`src/rtl/instr_loader.sv`:
```
// Serializes 64-bit host instruction words into MSB-first byte writes to the unified memory.
// Optional running byte checksum is built only when INSTR_LOADER_CHECKSUM_EN is defined.
module instr_loader #(
  parameter int DATA_WIDTH  = 8,
  parameter int INSTR_WIDTH = 64,
  parameter int ADDR_WIDTH  = 16,
  parameter int APPEND_TERM = 1
) (
  input  logic                   clk,
  input  logic                   rst_n,
  input  logic                   start,
  input  logic [ADDR_WIDTH-1:0]  base_addr,
  input  logic                   s_valid,
  output logic                   s_ready,
  input  logic [INSTR_WIDTH-1:0] s_data,
  input  logic                   s_last,
  output logic                   mem_req,
  output logic                   mem_we,
  output logic [ADDR_WIDTH-1:0]  mem_addr,
  output logic [DATA_WIDTH-1:0]  mem_wdata,
  input  logic                   mem_grant,
  output logic                   busy,
  output logic                   done,
  output logic                   overflow,
  output logic [ADDR_WIDTH-1:0]  word_count,
  output logic [DATA_WIDTH-1:0]  checksum
);

  localparam int BYTES = INSTR_WIDTH / DATA_WIDTH;
  localparam int CNT_W = (BYTES > 1) ? $clog2(BYTES) : 1;
  localparam logic [CNT_W-1:0]      CNT_LAST = CNT_W'(BYTES - 1);
  localparam logic [CNT_W-1:0]      CNT_ONE  = {{(CNT_W-1){1'b0}}, 1'b1};
  localparam logic [ADDR_WIDTH-1:0] ADDR_ONE = {{(ADDR_WIDTH-1){1'b0}}, 1'b1};
  localparam logic [ADDR_WIDTH-1:0] ADDR_MAX = {ADDR_WIDTH{1'b1}};

  typedef enum logic [2:0] {
    S_IDLE   = 3'd0,
    S_ACCEPT = 3'd1,
    S_WRITE  = 3'd2,
    S_TERM   = 3'd3,
    S_FIN    = 3'd4
  } state_t;

  state_t                 state_q, state_d;
  logic [ADDR_WIDTH-1:0]  addr_q, addr_d;
  logic [ADDR_WIDTH-1:0]  wcnt_q, wcnt_d;
  logic [INSTR_WIDTH-1:0] shift_q, shift_d;
  logic [CNT_W-1:0]       cnt_q, cnt_d;
  logic                   last_q, last_d;
  logic                   ovf_q, ovf_d;

  logic                   wr_s;
  logic                   byte_last_s;
  logic [DATA_WIDTH-1:0]  byte_s;

  assign wr_s        = (state_q == S_WRITE) || (state_q == S_TERM);
  assign byte_last_s = (cnt_q == CNT_LAST);
  assign byte_s      = (state_q == S_TERM) ? {DATA_WIDTH{1'b0}}
                                           : shift_q[INSTR_WIDTH-1 -: DATA_WIDTH];

  // Next-state and datapath updates for the load session
  always_comb begin
    state_d = state_q;
    addr_d  = addr_q;
    wcnt_d  = wcnt_q;
    shift_d = shift_q;
    cnt_d   = cnt_q;
    last_d  = last_q;
    ovf_d   = ovf_q;
    case (state_q)
      S_IDLE: begin
        if (start) begin
          addr_d  = base_addr;
          wcnt_d  = {ADDR_WIDTH{1'b0}};
          ovf_d   = 1'b0;
          state_d = S_ACCEPT;
        end else begin
          state_d = S_IDLE;
        end
      end
      S_ACCEPT: begin
        if (s_valid) begin
          shift_d = s_data;
          last_d  = s_last;
          cnt_d   = {CNT_W{1'b0}};
          state_d = S_WRITE;
        end else begin
          state_d = S_ACCEPT;
        end
      end
      S_WRITE, S_TERM: begin
        if (mem_grant) begin
          addr_d  = addr_q + ADDR_ONE;
          shift_d = shift_q << DATA_WIDTH;
          cnt_d   = byte_last_s ? {CNT_W{1'b0}} : (cnt_q + CNT_ONE);
          if ((state_q == S_WRITE) && byte_last_s) begin
            wcnt_d = wcnt_q + ADDR_ONE;
          end else begin
            wcnt_d = wcnt_q;
          end
          // The top address is still written, but nothing may follow it
          if (addr_q == ADDR_MAX) begin
            ovf_d   = 1'b1;
            state_d = S_FIN;
          end else if (!byte_last_s) begin
            state_d = state_q;
          end else if (state_q == S_TERM) begin
            state_d = S_FIN;
          end else if (!last_q) begin
            state_d = S_ACCEPT;
          end else if (APPEND_TERM != 0) begin
            state_d = S_TERM;
          end else begin
            state_d = S_FIN;
          end
        end else begin
          state_d = state_q;
        end
      end
      S_FIN: begin
        state_d = S_IDLE;
      end
      default: begin
        state_d = S_IDLE;
      end
    endcase
  end

  // Session state and datapath registers
  always_ff @(posedge clk or negedge rst_n) begin
    if (!rst_n) begin
      state_q <= S_IDLE;
      addr_q  <= {ADDR_WIDTH{1'b0}};
      wcnt_q  <= {ADDR_WIDTH{1'b0}};
      shift_q <= {INSTR_WIDTH{1'b0}};
      cnt_q   <= {CNT_W{1'b0}};
      last_q  <= 1'b0;
      ovf_q   <= 1'b0;
    end else begin
      state_q <= state_d;
      addr_q  <= addr_d;
      wcnt_q  <= wcnt_d;
      shift_q <= shift_d;
      cnt_q   <= cnt_d;
      last_q  <= last_d;
      ovf_q   <= ovf_d;
    end
  end

  assign s_ready    = (state_q == S_ACCEPT);
  assign mem_req    = wr_s;
  assign mem_we     = wr_s;
  assign mem_addr   = addr_q;
  assign mem_wdata  = byte_s;
  assign busy       = (state_q != S_IDLE);
  assign done       = (state_q == S_FIN);
  assign overflow   = ovf_q;
  assign word_count = wcnt_q;

`ifdef INSTR_LOADER_CHECKSUM_EN
  logic [DATA_WIDTH-1:0] csum_q, csum_d;

  // Running sum of every granted byte; terminator bytes add zero
  always_comb begin
    csum_d = csum_q;
    if ((state_q == S_IDLE) && start) begin
      csum_d = {DATA_WIDTH{1'b0}};
    end else if (wr_s && mem_grant) begin
      csum_d = csum_q + byte_s;
    end else begin
      csum_d = csum_q;
    end
  end

  // Checksum register
  always_ff @(posedge clk or negedge rst_n) begin
    if (!rst_n) begin
      csum_q <= {DATA_WIDTH{1'b0}};
    end else begin
      csum_q <= csum_d;
    end
  end

  assign checksum = csum_q;
`else
  assign checksum = {DATA_WIDTH{1'b0}};
`endif

endmodule

```
`config.mk`:
```
export PLATFORM = sky130hd
export DESIGN_NAME = instr_loader
export DESIGN_NICKNAME = d
export VERILOG_FILES = /design/src/rtl/instr_loader.sv
export SDC_FILE = /design/constraint.sdc
export NUM_CORES = 1
export LEC_CHECK = 0
export CAP_MARGIN = 30
export CORE_MARGIN = 3
export CORE_UTILIZATION = 53
export CTS_CLUSTER_DIAMETER = 100
export CTS_CLUSTER_SIZE = 40
export DETAILED_ROUTE_END_ITERATION = 12
export GPL_TIMING_DRIVEN = 0
export PLACE_DENSITY = 0.95
export SLEW_MARGIN = 5
export SYNTH_ARGS = -nofsm -noshare
export SYNTH_HDL_FRONTEND = slang
export SYNTH_SLANG_ARGS = --single-unit
export TNS_END_PERCENT = 1
```
`constraint.sdc`:
```
create_clock -name clk -period 2.7 [get_ports clk]
set_input_delay 0.54 -clock clk [delete_from_list [all_inputs] [get_ports clk]]
set_output_delay 0.54 -clock clk [all_outputs]
set_load 0.01 [all_outputs]
```
==> flow_summary.yaml <==
placed_design:
  place_area_um2: 6820
  port_buffers: 131
  dp_hpwl_um: 10900
  gp_congestion: 0.902
power:
  clkPwrFrac: 0.133
  p_seq_frac: 0.378
  cellLeakagePower_uw: 0.00312
  powerDensity_nw_per_um2: 983
  switching_share: 0.406
  p_total_uw: 6940
  ir_drop_uv: 543
  p_int_uw: 4120
  comb_power_share: 0.489
  switching_power_uw: 2820
logic_synthesis:
  synth_area_per_cell_um2: 9.49
  async_reset_ff_frac: 1.00
  synth_top_area_frac: 0.492
  yosys_warnings: 0
  synth_area_leaders: "dfrtp_1, mux2i_1, o21ai_0"
  yosys.area_share.simple: 0.175
  synth_compound_area_frac: 0.149
  yosysSeqAreaShare: 0.492
  ys_ff_latch: 104
  yosys-top-cells-count: "dfrtp_1, nand2_1, o21ai_0"
  netlist_instances: 558
  netlist_area_um2: 5290
  yosys_most_used_dff: "dfrtp_1"
  synth-edff-count: 0
  synth-adder-area-share: 0.00945
  synth_xor_area_frac: 0.00496
  synth_top_area_cell: "dfrtp_1"
  synth_top_family_by_area: "simple AND/OR/NAND/NOR gates"
  synth_mux_area_frac: 0.120
  synth.most_common_cell: "dfrtp_1"
  yosysUniqueCellTypes: 52
critical_path:
  cp_top_family: "buffers and inverters"
  startpoint_type: "flip-flop"
  slowest_delay_ns: 0.47
  crit_path_end_kind: "output pin"
  crit_required_ns: 2.16
  worst_ep_arrival_time_ns: 2.06
  reg2reg_setup_slack_ns: 0.24
  critPathBufInv: 4
  reg2reg_depth: 5
  crit_chain: "clkbuf_4 -> nand2b_4 -> inv_1 -> buf_6 -> nand2_4 -> and2_1 -> clkdlybuf4s50_1"
  r2r-start: "mem_addr[0]$_DFFE_PN0P_"
  path_max_fanout: 10
  r2r_end: "state_q[0]$_DFFE_PN0P_"
  cp_slowest_cell: "clkdlybuf4s50_1"
  worstSetupPathType: "reg2out"
global_routing:
  grt.overflow.total: 0
  grt_max_degree: 64
  antenna_found_initial: 0
  grt_pass1_vias: 4944
  grt_pass1_wl_um: 23300
  grtUsageTotal: 0.254
outcome:
  status: "complete, but fails checks"
  violations: "DRC"
cts:
  clock_path_buffers: 2
  cts.sinks: 104
  cts_tree: "yes"
  clkLatencyLatePin_ns: 0.36
  cts_made_buffers: 9
  cts_root_buf: "clkbuf_8"
  h-tree-depth: 3
  clkSlewWorstSetupHoldPaths_ns: 0.11
floorplanning:
  fp.dieH_um: 106
  chipWidth_um: 106
  dieArea_um2: 11200
  initial_core_util: 0.560
  fp-row-count: 35
  ios: 140
  core_um2: 9460
routing:
  vias_per_cell: 5.81
  routedWlPerCell_um: 16.8
  vias: 4894
  dr.pass1.iters: 10
  drc: 1
  drt_wl_total_um: 14200
  postRouteAntennaNets: 0
  drt-initial-drc-count: 250
timing:
  rsz0062_at_grt: "false"
  hold_viol: 0
  worst_slew_pin_slew_ns: 0.905
  fmax_ghz: 0.384
  finalSetupViolCount: 0
  min_period_over_period: 0.964
  fin_skew_ns: 0.0116
  slew_headroom: 0.391
  fin_crit_ns: 2.60
  slew_violations: 0
job:
  maxCapViolCount: 0
final_layout:
  drive_gt1_frac: 0.0714
  final_cell_area_um2: 7060
  num-nets-final: 799
  area_delta_synth_final_pct: 33.3
  diodes: 0
  fin_util: 0.746
worst_hold_path:
  hp-class: "in2async"
-- layout make-up --
| type | instances | area, µm² |
|---|---|---|
| sequential | 104 | 2600 |
| multi-input combinational | 409 | 2470 |
| fill | 689 | 2400 |
| timing repair buffer | 134 | 1360 |
| buffer | 42 | 243 |
| tap | 129 | 161 |
| clock buffer | 10 | 138 |
| clock inverter | 6 | 52.6 |
| inverter | 9 | 33.8 |
-- how the worst max path moves through the flow --
stage,start,endpoint,slack [ns],depth (start not counted)
finish,state_q[2]$_DFFE_PN0P_,mem_wdata[1],0.1,7
CTS,state_q[2]$_DFFE_PN0P_,mem_we,0.02,7
floorplan,state_q[2]$_DFFE_PN0P_,mem_we,0.64,7
detailed placement,state_q[2]$_DFFE_PN0P_,mem_we,-0.17,8
global route,state_q[2]$_DFFE_PN0P_,mem_wdata[1],0.008,7
global placement,rst_n,mem_addr[3]$_DFFE_PN0P_,-2.67,1
-- power by group through the flow --
stage,sequential [µW],clock [µW],combinational (µW)
after floorplan,2580,0,2090
after global placement,2590,0,3120
after detailed placement,2650,0,3310
after CTS,2610,939,3370
after global routing,2700,999,3740
final,2620,924,3390
-- stage by stage --
| stage | setup TNS, ns | worst slack (ns) | hold slack (ns) | cells |
|---|---|---|---|---|
| floorplan | 0 | 0.643 | 0.244 | 565 |
| global placement | -277.46 | -2.67 | 0.455 | 825 |
| detailed placement | -0.253 | -0.172 | 0.462 | 826 |
| CTS | 0 | 0.0181 | 0.174 | 841 |
| global route | 0 | 0.00806 | 0.188 | 843 |
| finish | 0 | 0.0982 | 0.153 | 843 |
-- registers in the layout, summed over array words and instances, names as in the netlist --
signal,cells
cnt_q,3
last_q,1
mem_addr,16
overflow,1
shift_q,64
state_q,3
word_count,16
-- cells by family (layout without fill, tap and decap cells) --
logic type / after synthesis / after routing
AOI/OAI and AO/OA: 140 / 140
xor gates and xnor gates: 3 / 3
adders and majority gates: 4 / 4
buffers and inverters: 52 / 201
DFF: 104 / 104
muxes: 63 / 63
other: 1 / 8
and+or+nand+nor: 191 / 191
-- timing repair --
item	CTS	global route
resized for setup	9	4
setup endpoints to repair	10	8
buffers inserted	0	2
hold buffers	0	0
-- layer usage --
layer	share of wire	vias up	global-route usage	wire (µm)
li1	-	2268	-	-
met1	0.39	2371	0.325	5530
met2	0.52	217	0.447	7300
met3	0.069	38	0.0358	975
met4	0.026	0	0.0814	362
met5	0	-	0	0
-- layout by cell type (no fill, tap or decap), types with 3 or more instances in the layout --
cell type	n
clkdlybuf4s50_1	128
dfrtp_1	104
nand2_1	91
o21ai_0	85
mux2i_1	61
a21oi_1	22
nor2_1	19
clkbuf_1	15
and2_1	12
buf_4	12
buf_2	11
nand3_1	10
nand4_1	10
clkbuf_8	10
inv_1	9
or3_1	9
nand2b_1	8
conb_1	8
nor3_1	6
o22ai_1	5
or4_1	5
o31ai_1	4
a31oi_1	4
o211ai_1	4
ha_1	4
clkinv_4	4
buf_6	3
nor4_1	3
and3_1	3
o2111ai_1	3
xor2_1	3
No activity file was read; power rests on OpenSTA's default activity.
